$ cat config.mk
export PLATFORM = sky130hd
export DESIGN_NAME = uart_rx_8n1
export DESIGN_NICKNAME = d
export VERILOG_FILES = /design/src/rtl/uart_rx_8n1.sv
export SDC_FILE = /design/constraint.sdc
export NUM_CORES = 1
export LEC_CHECK = 0
export CAP_MARGIN = 0
export CORE_MARGIN = 4
export CORE_UTILIZATION = 60
export CTS_BUF_LIST = sky130_fd_sc_hd__clkbuf_4
export DETAILED_ROUTE_END_ITERATION = 6
export PLACE_DENSITY_LB_ADDON = 0.25
export SLEW_MARGIN = 10
export SYNTH_ARGS = -nofsm -noshare
export SYNTH_HDL_FRONTEND = slang
export SYNTH_SLANG_ARGS = --single-unit
$ cat constraint.sdc
create_clock -name iCLK -period 3.9 [get_ports iCLK]
set_input_delay 0.585 -clock iCLK [delete_from_list [all_inputs] [get_ports iCLK]]
set_output_delay 0.585 -clock iCLK [all_outputs]
set_load 0.05 [all_outputs]
$ cat src/rtl/uart_rx_8n1.sv
// 8N1 UART receiver: synchronizes the raw line, samples each bit at its centre,
// and emits a one-cycle strobe per frame (good byte or framing error).
module uart_rx_8n1 #(
  parameter int CLK_FREQ = 50_000_000,
  parameter int BAUD     = 115200
) (
  input  logic       iCLK,
  input  logic       iRST,
  input  logic       iRXD,
  output logic [7:0] oDATA,
  output logic       oVALID,
  output logic       oFRAME_ERR,
  output logic       oBUSY
);

  localparam int N  = CLK_FREQ / BAUD;
  localparam int H  = N / 2;
  localparam int CW = $clog2(N);

  typedef enum logic [2:0] {
    IDLE,
    START,
    DATA,
    STOP,
    WAIT_HIGH
  } state_t;

  state_t          state;
  logic            rx_meta;
  logic            rx_s;
  logic [CW-1:0]   cnt;
  logic [2:0]      bit_idx;
  logic [7:0]      shreg;

  // Synchronizer resets to the idle (high) level so reset never fakes a start bit.
  always_ff @(posedge iCLK) begin
    if (iRST) begin
      rx_meta <= 1'b1;
      rx_s    <= 1'b1;
    end else begin
      rx_meta <= iRXD;
      rx_s    <= rx_meta;
    end
  end

  // NOTE: all state here uses non-blocking assignments so every register updates
  // from pre-edge values, regardless of statement order within the block.
  always_ff @(posedge iCLK) begin
    if (iRST) begin
      state      <= IDLE;
      cnt        <= '0;
      bit_idx    <= '0;
      shreg      <= '0;
      oDATA      <= '0;
      oVALID     <= 1'b0;
      oFRAME_ERR <= 1'b0;
    end else begin
      oVALID     <= 1'b0;
      oFRAME_ERR <= 1'b0;
      case (state)
        IDLE: begin
          if (!rx_s) begin
            cnt   <= CW'(H - 1);
            state <= START;
          end
        end
        START: begin
          if (cnt != '0) begin
            cnt <= cnt - CW'(1);
          end else if (rx_s) begin
            state <= IDLE;
          end else begin
            cnt     <= CW'(N - 1);
            bit_idx <= '0;
            state   <= DATA;
          end
        end
        DATA: begin
          if (cnt != '0) begin
            cnt <= cnt - CW'(1);
          end else begin
            shreg   <= {rx_s, shreg[7:1]};
            cnt     <= CW'(N - 1);
            bit_idx <= bit_idx + 3'd1;
            if (bit_idx == 3'd7) state <= STOP;
          end
        end
        STOP: begin
          if (cnt != '0) begin
            cnt <= cnt - CW'(1);
          end else if (rx_s) begin
            oDATA  <= shreg;
            oVALID <= 1'b1;
            state  <= IDLE;
          end else begin
            oFRAME_ERR <= 1'b1;
            state      <= WAIT_HIGH;
          end
        end
        // A held-low line (break) must go high before another frame is accepted.
        WAIT_HIGH: begin
          if (rx_s) state <= IDLE;
        end
        default: state <= IDLE;
      endcase
    end
  end

  assign oBUSY = (state != IDLE);

endmodule

==> run metrics <==
status=finished clean; clock sink count=35; Ys Warns=0; initial drt markers=72; first-pass GRT wire length=roughly 6 mm; IO Pins=14; Power Total=~0.0007 W; grt ovf=0; Num CTS Buffers=5; Hold Buf Count CTS=0; DP Area=1780 µm²; Yosys top cell area share=42.5%; Slew Viols, Final=0; CTS tree=built; register area=701 µm²; Avg Inst Size Synth=roughly 9.3 µm²; largest net degree at the start of global routing=33; Setup WS post-layout=1370 ps; Critical Setup Path Class=reg2out; final routed DRC violation total=0; Max clock buf depth=2; core area=2540 µm²; Avg WL per Cell=15.5 µm; Synth async-reset ratio=0%; full die area=3650 µm²; peak supply drop=approximately 0.33 mV; Max Fclk=0.395 GHz; Initial Util=64.7%; top_reg_cell synth=dfxtp_1; Fill cells=218; CP Data Required Time=~3300 ps; Post-synth EDFFs=0; final hold violation count=0; First-pass DRT Iterations=4; H-tree depth=2; worst skew pair latency=340 ps; type of the worst min-delay path=reg2reg; Seq/Total Area, Yosys=42.5%; vias in the first global route=1338; DRT Wirelength=3.39 mm; Power Density=approximately 380 nW/µm²; final-report setup violation count=0; std cell rows=18; Global Route Usage Sum=21.5%; Die Y=60.4 µm; vias per inst=between 6 and 7; post-CTS sizing=0; Tcrit/Tclk final=64.9%; # Max-Cap Violations=0; Mapped Cells=between 150 and 200; footprint of the multi-input gates=872 µm²; Mapped Area=about 1600 µm²; DP HPWL=2.37 mm; CP arrival=1940 ps; fin area=1840 µm²; Sum Neg Setup Slack=0 ps; antenna violations before repair=0; Startpoint Class=register; width of the die=a little over 60 µm; clk slew on worst S/H paths=100 ps; post-CTS setup repair buffer count=0; Clock Skews=15.7 ps; post-synth top area cell=dfxtp_1; layout cell share with drive strength beyond 1=around 9%; IO buf count=13; leak pwr=roughly 0.7 nW; critical path fanouts, max=14; Syn-to-layout area delta=11.4%; # nets final=194; Worst Setup End Kind=primary output; vias=1320; RSZ-0062 raised after global routing=no; Yosys reg bits=35; ANT cells=0; Slew headroom=50.5%; unique cell type count in the Yosys netlist=53; Final min period=2530 ps; Mapped Nets=around 180; clk root buf=clkbuf_4; synth top area cells=dfxtp_1 (43%), mux2i_1 (10%), nor2_1 (5.0%), ha_1 (2.3%), nand2_1 (2.3%); actual slew at the worst max-slew pin=737 ps; Post-DRT Antenna Nets=0; DP Worst Slack=1660 ps; gpl congestion=0.863
==> cell usage in the layout (no fill, tap or decap), types with 2 or more instances in the layout <==
cell type,n
nor4b_1,2
o21ai_0,2
mux2i_1,17
nor2_1,22
clkdlybuf4s50_1,13
nor4_1,3
o2111ai_1,2
dfxtp_1,35
nor3_1,3
o31a_1,2
ha_1,3
o21a_1,2
nand4b_1,2
o31ai_1,2
clkbuf_4,6
or2_2,2
a2bb2oi_1,2
nand2_1,10
nand3_1,2
a31oi_1,2
clkinv_1,2
nand4_1,2
inv_1,7
a21o_1,2
nor3b_1,2
o311ai_0,2
nand2b_1,2
nor2b_1,3
a21oi_1,7
==> metal layers <==
layer	track usage (%)	up-vias	part of all wire [%]
met1	25.6	599	44
met4	10.8	0	2.7
li1	-	669	-
met2	35.2	42	47
met5	0	-	0
met3	6.60	10	5.9
==> layout make-up <==
type,instances,area share (%)
clock inverters,2,0.682
clock buffers,6,2.45
well taps,30,2.04
flip-flops and latches,35,38.2
repair buffers,14,7.50
inverters,8,1.64
multi-input cells,124,47.5
==> cells by family (layout without fill, tap and decap cells) <==
logic type	Yosys count	count (layout)	synth area share [%]
and+or+nand+nor	63	63	21.3
AOI/OAI and AO/OA	40	40	18.5
DFF	35	35	42.5
buffers and inverters	18	30	4.56
muxes	17	17	10.3
adders and majority gates	3	3	2.28
xor gates and xnor gates	1	1	0.532
==> state kept, by name (all words and copies together) (netlist names) <==
signal	cells
bit_idx	3
oDATA	8
rx_meta	1
oVALID	1
cnt	9
oFRAME_ERR	1
rx_s	1
shreg	8
state	3
==> path summary, 6_finish.rpt <==
kind                               start    endpoint  slack, ps  cells past startpoint
worst max-delay path            state[1]       oBUSY       1370                      3
worst min-delay path             rx_meta        rx_s        430                      1
worst max register to register    cnt[3]  bit_idx[0]       1600                      4
worst min register to register   rx_meta        rx_s        430                      1
==> report_power, final <==
group | internal, W | leakage [nW] | switching (W)
clock | 0.0000767 | 0.0333 | 0.000118
sequential | 0.000369 | 0.283 | 0.0000183
combinational | 0.0000480 | 0.388 | 0.0000739
total | 0.000493 | 0.705 | 0.000210
==> through the flow <==
step,utilization [%],hold WS (ps),instances
2_1_floorplan,-,389,177
3_3_place_gp,69.9,396,211
3_5_place_dp,69.9,415,211
4_1_cts,72.1,440,219
5_1_grt,72.1,445,219
6_report,72.1,433,219
==> synth_stat cells, types with 2 or more instances <==
library cell and instances:
o31ai_1 2, o31a_1 2, o21a_1 2, nand2b_1 2
a2bb2oi_1 2, inv_1 7, o2111ai_1 2, nor3b_1 2
dfxtp_1 35, a31oi_1 2, nor2_1 22, nor4_1 3
or2_2 2, clkbuf_1 9, o21ai_0 2, a21o_1 2
o311ai_0 2, a21oi_1 7, mux2i_1 17, nor4b_1 2
nand4b_1 2, nor2b_1 3, nand4_1 2, nand3_1 2
ha_1 3, nand2_1 10, nor3_1 3
==> critical path: stages, from the launching register on <==
cell	delay, ps
dfxtp_1	590
nor2_1	130
nand2_1	90
clkdlybuf4s50_1	800
(Power assumes the default switching activity.)
